[config.mk]
export PLATFORM = sky130hd
export DESIGN_NAME = nibble_serial_adder
export DESIGN_NICKNAME = d
export VERILOG_FILES = /design/src/rtl/nibble_serial_adder.sv
export SDC_FILE = /design/constraint.sdc
export NUM_CORES = 1
export LEC_CHECK = 0
export ABC_CLOCK_PERIOD_IN_PS = 3700
export BUFFER_PORTS_ARGS = -buffer_cell sky130_fd_sc_hd__buf_2
export CORE_MARGIN = 2
export CORE_UTILIZATION = 54
export DETAILED_ROUTE_END_ITERATION = 6
export PLACE_DENSITY_LB_ADDON = 0.12
export SLEW_MARGIN = 25
export SYNTH_ARGS = -nofsm -noshare
export SYNTH_HDL_FRONTEND = slang
export SYNTH_SLANG_ARGS = --single-unit
export TNS_END_PERCENT = 1
[constraint.sdc]
create_clock -name clk -period 3.7 [get_ports clk]
set_clock_uncertainty 0.2 [all_clocks]
set_input_delay 0.74 -clock clk [delete_from_list [all_inputs] [get_ports clk]]
set_output_delay 0.74 -clock clk [all_outputs]
set_load 0.03 [all_outputs]
[src/rtl/nibble_serial_adder.sv]
// Multi-cycle WIDTH-bit adder/subtractor: one 4-bit add slice reused per nibble,
// least-significant nibble first, with a registered ripple carry between passes.
module nibble_serial_adder #(
    parameter int unsigned WIDTH   = 16,
    parameter int unsigned NIBBLES = WIDTH / 4
) (
    input  logic             clk,
    input  logic             rst,
    input  logic             in_valid,
    output logic             in_ready,
    input  logic [WIDTH-1:0] a,
    input  logic [WIDTH-1:0] b,
    input  logic             cin,
    input  logic             sub,
    output logic             out_valid,
    input  logic             out_ready,
    output logic [WIDTH-1:0] sum,
    output logic             cout,
    output logic             ovf
);

    localparam int unsigned CNT_W = (NIBBLES > 1) ? $clog2(NIBBLES) : 1;
    localparam int unsigned IDX_W = CNT_W + 2;
    localparam logic [CNT_W-1:0] LAST_NIB = CNT_W'(NIBBLES - 1);

    if ((WIDTH % 4) != 0 || WIDTH < 8 || NIBBLES != WIDTH / 4) begin : g_bad_param
        $error("nibble_serial_adder: WIDTH must be a multiple of 4, >= 8, with NIBBLES = WIDTH/4");
    end

    typedef enum logic [1:0] {
        IDLE = 2'd0,
        CALC = 2'd1,
        DONE = 2'd2
    } state_e;

    state_e             state_q;
    logic [CNT_W-1:0]   cnt_q;
    logic               carry_q;
    logic [WIDTH-1:0]   a_q;
    logic [WIDTH-1:0]   b_q;
    logic [WIDTH-1:0]   sum_q;
    logic               cout_q;
    logic               ovf_q;
    logic               out_valid_q;

    logic [IDX_W-1:0]   bit_idx_c;
    logic [3:0]         a_nib_c;
    logic [3:0]         b_nib_c;
    logic [4:0]         slice_c;
    logic               last_c;
    logic               ovf_c;

    // Shared 4-bit slice operating on the nibble selected by the counter
    always_comb begin
        bit_idx_c = {cnt_q, 2'b00};
        a_nib_c   = a_q[bit_idx_c +: 4];
        b_nib_c   = b_q[bit_idx_c +: 4];
        slice_c   = 5'(a_nib_c) + 5'(b_nib_c) + 5'(carry_q);
        last_c    = (cnt_q == LAST_NIB);
        // b_q already holds ~b in subtract mode, so one rule covers both modes
        ovf_c     = (a_q[WIDTH-1] == b_q[WIDTH-1]) && (slice_c[3] != a_q[WIDTH-1]);
    end

    always_ff @(posedge clk) begin
        if (rst) begin
            state_q     <= IDLE;
            cnt_q       <= '0;
            carry_q     <= 1'b0;
            a_q         <= '0;
            b_q         <= '0;
            sum_q       <= '0;
            cout_q      <= 1'b0;
            ovf_q       <= 1'b0;
            out_valid_q <= 1'b0;
        end else begin
            unique case (state_q)
                IDLE: begin
                    if (in_valid) begin
                        a_q     <= a;
                        b_q     <= sub ? ~b : b;
                        carry_q <= sub ? 1'b1 : cin;
                        cnt_q   <= '0;
                        sum_q   <= '0;
                        state_q <= CALC;
                    end
                end
                CALC: begin
                    sum_q[bit_idx_c +: 4] <= slice_c[3:0];
                    carry_q               <= slice_c[4];
                    if (last_c) begin
                        cout_q      <= slice_c[4];
                        ovf_q       <= ovf_c;
                        out_valid_q <= 1'b1;
                        state_q     <= DONE;
                    end else begin
                        cnt_q <= cnt_q + CNT_W'(1);
                    end
                end
                DONE: begin
                    if (out_ready) begin
                        out_valid_q <= 1'b0;
                        state_q     <= IDLE;
                    end
                end
                default: begin
                    out_valid_q <= 1'b0;
                    state_q     <= IDLE;
                end
            endcase
        end
    end

    assign in_ready  = (state_q == IDLE);
    assign out_valid = out_valid_q;
    assign sum       = sum_q;
    assign cout      = cout_q;
    assign ovf       = ovf_q;

endmodule

* After elaboration in Yosys (flattened, before gate mapping)
Cells that the tools add are included.
** Word-level totals
- Register bits after elaboration :: 56
- Input bits :: 38
** Cells by class
- Add/subtract/negate cells :: 4
- Equality and inequality tests :: 9
- Shift-type cells :: 4
- Multiplexer cells :: 17
- Bitwise logic cells :: 2
- Reduce and logical (&&, ||, !) cells :: 9
** Operators with widths (count)
- $mux W16 :: 2
- $pmux W16 S2 :: 1
- $shiftx A16 B5 Y4 :: 2
- $bwmux W16 :: 1
- $not A16 Y16 :: 1
- $shift A4 B6 Y16 const A :: 1
- $shiftx A4 B6 Y16 :: 1
- $mux W2 :: 5
- $reduce_and A3 Y1 :: 3
- $ne A2 B2 Y1 const B :: 4
- $neg A4 Y6 :: 1
- $pmux W2 S3 :: 1
- $reduce_and A2 Y1 :: 3
- $add A4 B4 Y5 :: 1
- $add A5 B1 Y5 :: 1
- $eq A2 B2 Y1 const B :: 2
- $mux W1 :: 4
- $pmux W2 S2 :: 1
- $pmux W1 S3 :: 1
- $add A2 B1 Y2 const B :: 1
- $eq A2 B1 Y1 const B :: 1
- $logic_not A2 Y1 :: 1
- $pmux W1 S2 :: 1
- $reduce_bool A2 Y1 :: 1
- 4 further kinds :: 4

* Longest topological paths before layout
Gate-level depths: netlist of run 1.
- Depth after elaboration :: 6
- Gate-level depth with buffers :: 9
- Mapped depth without buffers :: 8

* Least setup slack after synthesis of run 1
OpenSTA, ideal clock, no wires.
- Kind :: register to register
- Start point :: reg cnt_q[0]
- End point :: reg ovf_q (netlist: ovf)
- Arrival :: 2.762 ns
- Data required time :: 3.409 ns
- Slack :: 0.647 ns
- Cell stages (with the launch flop) :: 8
- Path buffers :: 1
- Path through :: dfxtp_1 > buf_2 > mux4_2 > fa_1 > a211o_1 > and2_4 > or4_1 > a311oi_1
** Between the ends
- Cells in the longest elaborated chain, start to end :: 5
** Ends and longest elaborated chain
- from (decl) :: RTL line 37 : logic [CNT_W-1:0] cnt_q;
- from (signal assigned) :: RTL line 96 : cnt_q <= cnt_q + CNT_W'(1);
- $shiftx A16 B5 Y4 (on tied branches) :: RTL line 56, 57
- $add A4 B4 Y5 :: RTL line 58 : slice_c = 5'(a_nib_c) + 5'(b_nib_c) + 5'(carry_q);
- $add A5 B1 Y5 :: RTL line 58
- $ne A1 B1 Y1 :: RTL line 61 : ovf_c = (a_q[WIDTH-1] == b_q[WIDTH-1]) && (slice_c[3] != a_q[WIDTH-1]);
- $logic_and A1 B1 Y1 :: RTL line 61
- to (signal assigned) :: RTL line 92 : ovf_q <= ovf_c;
- to (decl) :: RTL line 43 : logic ovf_q;
Parallel ways exist; a longest one is shown, timed or not.
A chain may end at the register's enable or synchronous reset.

* Final worst setup path of run 1
Ends and elaborated chain as after synthesis.

==> metrics.yaml, run 1 <==
placed_design:
  hpwl_um: 3830
  pre_cts_slack_ns: 0.393
  io_buffers: 57
  gp_congestion: 0.834
drt:
  via_per_inst: 5.49
  drt_iter0_markers: 170
  first_pass_iters: 4
  via_count: 2130
  drt_wl_total_um: 5440
  antenna_left: 0
  wl_per_cell_um: 14.0
  drc: 0
  wl_met1_um: 2720
  route.met2.wl_um: 2370
  top_layer_used: "met4"
  wl_met3_um: 252
synthesis:
  syn_area_per_cell_um2: 9.12
  yosysTopAreaCell: "dfxtp_1"
  synth_most_common_cell: "dfxtp_1"
  ys_warn_count: 0
  synth_edf_count: 0
  yosysUniqueCellTypes: 39
  synth_fp_nets: 332
  async_flop_share: 0
  seq_area_frac_synth: 0.431
  syn-cell-area_um2: 2600
  synth.top_cell.area_share: 0.431
  synth.area.top_cells: "dfxtp_1 (43%), mux4_2 (6.9%), nor2_1 (6.2%)"
  synth_seq_cells: 56
  synth_ff_type: "dfxtp_1"
  synth_cells: 285
  synth_common_cells: "dfxtp_1 (56), nor2_1 (43), nand2_1 (40)"
timing:
  slew_headroom: 0.519
  rsz0062_at_grt: "false"
  setup_viol: 0
  fin_ws_ns: 0.389
  fin_hold_ws_ns: 0.260
  clock.fmax_mhz: 302
  timing.final.crit_share: 0.895
  worst_pin_slew_ns: 0.711
  fin_crit_ns: 3.31
  tns_ns: 0
  finalMaxSlewViolations: 0
  hold_viol: 0
clock_network:
  clk_path_buf_depth: 2
  cts_tree: "built"
  cts_root_buf: "clkbuf_8"
  clock_latency_ns: 0.32
  cts_hold_buffers: 0
  cts-buffers-inserted: 5
  clkSinkCount: 56
  cts_setup_buffers: 0
  htreeDepth: 2
  clk_pin_slew_ns: 0.10
  ctsResizeCount: 0
setup_path:
  cp.required_ns: 3.73
  rr_endpoint: "ovf"
  crit_path_start_kind: "register"
  endpoint: "ovf"
  endpoint_kind: "register"
  cp_num_cells: 6
  path_cells: "mux4_2, fa_1, a211o_1, and2_4, or4_1, a311oi_1"
  critPathSlowestCell: "dfxtp_1"
  startpoint: "cnt_q[0]"
  crit_type: "reg -> reg"
  crit_arrival_ns: 3.34
  rrSetupSlack_ns: 0.39
  critPathMaxFanout: 15
  crit_buf_inv: 0
  reg2regPathDepth: 6
  path_delay_family: "flip-flops"
  cpPeakStageDelay_ns: 0.81
  r2r_start: "cnt_q[0]"
run_status:
  outcome: "completed"
cells_and_area:
  layout.nets: 380
  fin_util: 0.646
  fillers: 408
  drive_above_1_share: 0.240
  n_antenna_cell: 0
  area_growth_pct: 16.6
  multi_input_area_um2: 1380
  regArea_um2: 1120
floorplan:
  rows: 25
  die_h_um: 73.4
  pin_count: 58
  die_area_um2: 5380
  initial_utilization: 0.554
  core_um2: 4690
  die_w_um: 73.4
power_and_ir_drop:
  ir_worst_vdd_mv: 0.252
  p_leak_uw: 0.00124
  power_density_nw_per_um2: 430
  p_clk_frac: 0.317
  p_int_uw: 941
  power_frac_seq: 0.509
  p_sw_frac: 0.277
  comb_power_share: 0.174
  netSwitchingPower_uw: 361
global_route:
  grt_pass1_vias: 1911
  grt_max_degree: 57
  track_usage: 0.219
  antenna_found_initial: 0
  grt_overflow: 0
  grt_pass1_wl_um: 8970
run:
  max_cap_violations: 0
worst_hold_path:
  hold_class: "reg -> reg"
[placed cells by master, fill, tap and decap left out, types with 2 or more instances in the layout]
cell	count
a211oi_1	18
a21o_1	4
a21oi_1	20
a22oi_1	13
a32oi_1	4
buf_2	57
buf_4	2
clkbuf_8	5
clkinv_4	2
dfxtp_1	56
fa_1	2
ha_1	7
inv_1	7
mux4_2	8
nand2_1	40
nand2b_1	2
nor2_1	43
nor3b_1	2
o21bai_1	2
xnor2_1	17
[through the flow]
stage / power [µW] / instances / area [µm²]
after floorplan: 832 / 285 / 2600
after detailed placement: 900 / 379 / 2890
after global routing: 1370 / 388 / 3030
after global placement: 895 / 379 / 2890
after CTS: 1310 / 387 / 3010
final: 1300 / 388 / 3030
[worst min-delay path, cell delays in order, from the launching register on]
cell and delay, ns:
dfxtp_1 0.32, nand2_1 0.05, a21oi_1 0.05
[worst min path at each step]
stage	end	startpoint	depth (start not counted)
3_5_place_dp	a_q[10]	a_q[10]	2
2_1_floorplan	a_q[10]	a_q[10]	2
6_report	a_q[10]	a_q[10]	2
4_1_cts	a_q[10]	a_q[10]	2
3_3_place_gp	a_q[8]	a_q[8]	2
5_1_grt	a_q[10]	a_q[10]	2
[cells by family after synthesis]
logic type,count (synthesis),synth area share
AOI/OAI and AO/OA,71,0.191
xor gates and xnor gates,17,0.0573
adders and majority gates,9,0.0491
buffers and inverters,26,0.0400
DFF,56,0.431
muxes,9,0.0732
and+or+nand+nor,97,0.158
[power by group through the flow]
stage	clock, µW	combinational [µW]	sequential [µW]
finish	413	226	662
detailed placement	0	223	677
CTS	420	224	663
global placement	0	219	677
global route	447	251	668
floorplan	0	165	667
[registers in the layout, indices dropped and copies added, names as in the netlist]
register,flops
ovf,1
b_q,16
state_q,2
a_q,16
cnt_q,2
carry_q,1
sum,16
cout,1
out_valid,1
[per-layer routing]
| metal | global-route usage | vias up |
|---|---|---|
| met5 | 0 | - |
| met4 | 0.0828 | 0 |
| met3 | 0.0412 | 9 |
| met2 | 0.333 | 54 |
| met1 | 0.309 | 971 |
| li1 | - | 1096 |
[area by class of cell]
class	count	area share
timing repair buffer	60	0.106
tap	54	0.0223
clock buffer	5	0.0227
multi-input combinational	203	0.455
inverter	7	0.00867
clock inverter	3	0.0157
sequential	56	0.370
Note: power is estimated with default switching activity, not from simulation.
==> inputs of run 2 (changes only) <==
--- a/config.mk
+++ b/config.mk
@@ -5,6 +5,7 @@
 export SDC_FILE = /design/constraint.sdc
 export NUM_CORES = 1
 export LEC_CHECK = 0
+export ABC_AREA = 1
 export ABC_CLOCK_PERIOD_IN_PS = 3700
 export BUFFER_PORTS_ARGS = -buffer_cell sky130_fd_sc_hd__buf_2
 export CORE_MARGIN = 2
@@ -15,4 +16,4 @@
 export SYNTH_ARGS = -nofsm -noshare
 export SYNTH_HDL_FRONTEND = slang
 export SYNTH_SLANG_ARGS = --single-unit
-export TNS_END_PERCENT = 1
+export TNS_END_PERCENT = 30
==> metrics.yaml, run 2 <==
run_status:
  outcome: "completed"  # unchanged
floorplan:
  initial_utilization: 0.570  # was 0.554
  core_um2: 4820  # was 4690 µm²
  die_area_um2: 5670  # was 5380 µm²
  rows: 25  # unchanged
  pin_count: 58  # unchanged
  die_h_um: 75.3  # was 73.4 µm
  die_w_um: 75.3  # was 73.4 µm
setup_path:
  critPathSlowestCell: "dfxtp_1"  # unchanged
  crit_buf_inv: 2  # was 0
  path_cells: "inv_1, o21ai_0, o22ai_1, fa_1, inv_1, fa_1, xnor2_1, nand2_1, nor2_1, nand2_1, a21oi_1"  # was mux4_2, fa_1, a211o_1, and2_4, or4_1, a311oi_1
  crit_path_start_kind: "register"  # unchanged
  cpPeakStageDelay_ns: 0.41  # was 0.81 ns
  crit_arrival_ns: 2.77  # was 3.34 ns
  cp.required_ns: 3.74  # was 3.73 ns
  endpoint_kind: "register"  # unchanged
  critPathMaxFanout: 13  # was 15
  crit_type: "reg -> reg"  # unchanged
  startpoint: "cnt_q[1]"  # was cnt_q[0]
  cp_num_cells: 11  # was 6
  endpoint: "sum[6]"  # was ovf
  reg2regPathDepth: 11  # was 6
  path_delay_family: "adder cells"  # was flip-flops
  rr_endpoint: "sum[6]"  # was ovf
  r2r_start: "cnt_q[1]"  # was cnt_q[0]
  rrSetupSlack_ns: 0.97  # was 0.39 ns
power_and_ir_drop:
  comb_power_share: 0.255  # was 0.174
  ir_worst_vdd_mv: 0.273  # was 0.252 mV
  netSwitchingPower_uw: 440  # was 361 µW
  p_leak_uw: 0.00132  # was 0.00124 µW
  power_density_nw_per_um2: 436  # was 430 nW/µm²
  p_clk_frac: 0.253  # was 0.317
  p_sw_frac: 0.323  # was 0.277
  finalPower_uw: 1360  # was 1300 µW
  p_int_uw: 923  # was 941 µW
  power_frac_seq: 0.492  # was 0.509
synthesis:
  synth.area.top_cells: "dfxtp_1 (41%), nor2_1 (9.3%), a211oi_2 (6.8%)"  # was dfxtp_1 (43%), mux4_2 (6.9%), nor2_1 (6.2%)
  synth.top_cell.area_share: 0.409  # was 0.431
  synth_edf_count: 0  # unchanged
  synth_ff_type: "dfxtp_1"  # unchanged
  async_flop_share: 0  # unchanged
  seq_area_frac_synth: 0.409  # was 0.431
  syn-cell-area_um2: 2740  # was 2600 µm²
  synth_most_common_cell: "nor2_1"  # was dfxtp_1
  yosysTopAreaCell: "dfxtp_1"  # unchanged
  yosysUniqueCellTypes: 32  # was 39
  synth_fp_nets: 395  # was 332
  syn_area_per_cell_um2: 7.88  # was 9.12 µm²
  synth_seq_cells: 56  # unchanged
  synth_common_cells: "nor2_1 (68), dfxtp_1 (56), nand2_1 (46)"  # was dfxtp_1 (56), nor2_1 (43), nand2_1 (40)
  synth_cells: 348  # was 285
  ys_warn_count: 0  # unchanged
timing:
  setup_viol: 0  # unchanged
  hold_viol: 0  # unchanged
  fin_ws_ns: 0.970  # was 0.389 ns
  tns_ns: 0  # unchanged
  fin_hold_ws_ns: 0.263  # was 0.260 ns
  worst_pin_slew_ns: 0.655  # was 0.711 ns
  clock.fmax_mhz: 366  # was 302 MHz
  slew_headroom: 0.563  # was 0.519
  rsz0062_at_grt: "false"  # unchanged
  fin_crit_ns: 2.73  # was 3.31 ns
  finalMaxSlewViolations: 0  # unchanged
  timing.final.crit_share: 0.738  # was 0.895
global_route:
  track_usage: 0.222  # was 0.219
  grt_max_degree: 39  # was 57
  grt_pass1_vias: 2123  # was 1,911
  antenna_found_initial: 0  # unchanged
  grt_pass1_wl_um: 9660  # was 8970 µm
  grt_overflow: 0  # unchanged
clock_network:
  clk_pin_slew_ns: 0.10  # about the same
  cts_root_buf: "clkbuf_8"  # unchanged
  cts-buffers-inserted: 5  # unchanged
  clkSinkCount: 56  # unchanged
  htreeDepth: 2  # unchanged
  cts_tree: "built"  # unchanged
  clock_latency_ns: 0.31  # was 0.32 ns
  clk_path_buf_depth: 2  # unchanged
  ctsResizeCount: 0  # unchanged
  cts_hold_buffers: 0  # unchanged
  cts_setup_buffers: 0  # unchanged
worst_hold_path:
  hold_class: "reg -> reg"  # unchanged
drt:
  antenna_left: 0  # unchanged
  drt_iter0_markers: 202  # was 170
  via_per_inst: 5.12  # was 5.49
  drt_wl_total_um: 5860  # was 5440 µm
  first_pass_iters: 4  # unchanged
  drc: 0  # unchanged
  wl_per_cell_um: 12.6  # was 14.0 µm
  via_count: 2381  # was 2,130
placed_design:
  gp_congestion: 0.862  # was 0.834
  pre_cts_slack_ns: 1.02  # was 0.393 ns
  io_buffers: 57  # unchanged
  hpwl_um: 4240  # was 3830 µm
cells_and_area:
  fin_util: 0.649  # was 0.646
  n_antenna_cell: 0  # unchanged
  layout_common_cells: "nor2_1 (68), buf_2 (57), dfxtp_1 (56)"  # was buf_2 (57), dfxtp_1 (56), nor2_1 (43)
  drive_above_1_share: 0.236  # was 0.240
  final_common_cell: "nor2_1"  # was buf_2
  area_growth_pct: 13.9  # was 16.6%
  layout.nets: 444  # was 380
run:
  max_cap_violations: 0  # unchanged
[run 2: changes by cell type after synthesis, sizes merged, moves of 5 or more]
| cell | previous run | this run |
|---|---|---|
| a21oi | 20 | 25 |
| a22oi | 13 | 0 |
| buf | 7 | 13 |
| clkbuf | 12 | 6 |
| inv | 7 | 22 |
| mux4 | 8 | 0 |
| nand2 | 40 | 49 |
| nand3 | 0 | 8 |
| nor2 | 43 | 72 |
| o21ai | 1 | 36 |
| o22ai | 0 | 6 |
[run 2: power by group through the flow]
stage               Sequential, µW  Clock, µW  Combinational (µW)
finish                         670        345                 347
CTS                            670        352                 348
detailed placement             684          0                 346
global placement               684          0                 338
floorplan                      684          0                 263
global route                   675        376                 394
[run 2: stage by stage]
stage          cell area, µm²  cells
2_1_floorplan            2740    348
3_3_place_gp             3030    457
3_5_place_dp             3030    457
4_1_cts                  3130    465
5_1_grt                  3130    465
6_report                 3130    465
[run 2: how the worst min path moves through the flow]
stage,slack (ns),end,startpoint,cells past startpoint
floorplan,0.23,b_q[1],b_q[1],2
detailed placement,0.25,sum[4],sum[4],2
finish,0.26,sum[4],sum[4],2
global placement,0.24,b_q[1],b_q[1],2
CTS,0.26,b_q[1],b_q[1],2
global route,0.28,sum[4],sum[4],2
[run 2: worst register-to-register path: cells and delay by family, from the launching register on]
family | cells | cell delay [ns]
and+or+nand+nor | 3 | 0.31
DFF | 1 | 0.41
xor gates and xnor gates | 1 | 0.27
buffers and inverters | 2 | 0.36
AOI/OAI and AO/OA | 3 | 0.50
adders and majority gates | 2 | 0.62
[run 2: layout make-up]
cell class / count / area (µm²)
clock buffer: 7 / 86.3
clock inverter: 1 / 7.51
fill: 450 / 1690
inverter: 23 / 86.3
multi-input combinational: 250 / 1430
sequential: 56 / 1120
tap: 67 / 83.8
timing repair buffer: 61 / 315
[run 2: kinds of logic (layout without fill, tap and decap cells)]
| group | count (synthesis) | after routing | synth area share |
|---|---|---|---|
| flip-flops | 56 | 56 | 0.409 |
| buffers and inverters | 42 | 92 | 0.0720 |
| adder cells (fa/ha/maj) | 9 | 9 | 0.0465 |
| AND/OR/NAND/NOR | 137 | 137 | 0.211 |
| XOR/XNOR | 17 | 17 | 0.0543 |
| AO/OA/AOI/OAI | 87 | 87 | 0.208 |
[run 2: per-layer routing]
metal	part of all wire	up-vias	GRT usage
met2	0.47	53	0.367
met4	0.0099	0	0.0526
met5	0	-	0
met1	0.47	1079	0.301
li1	-	1243	-
met3	0.047	6	0.0415
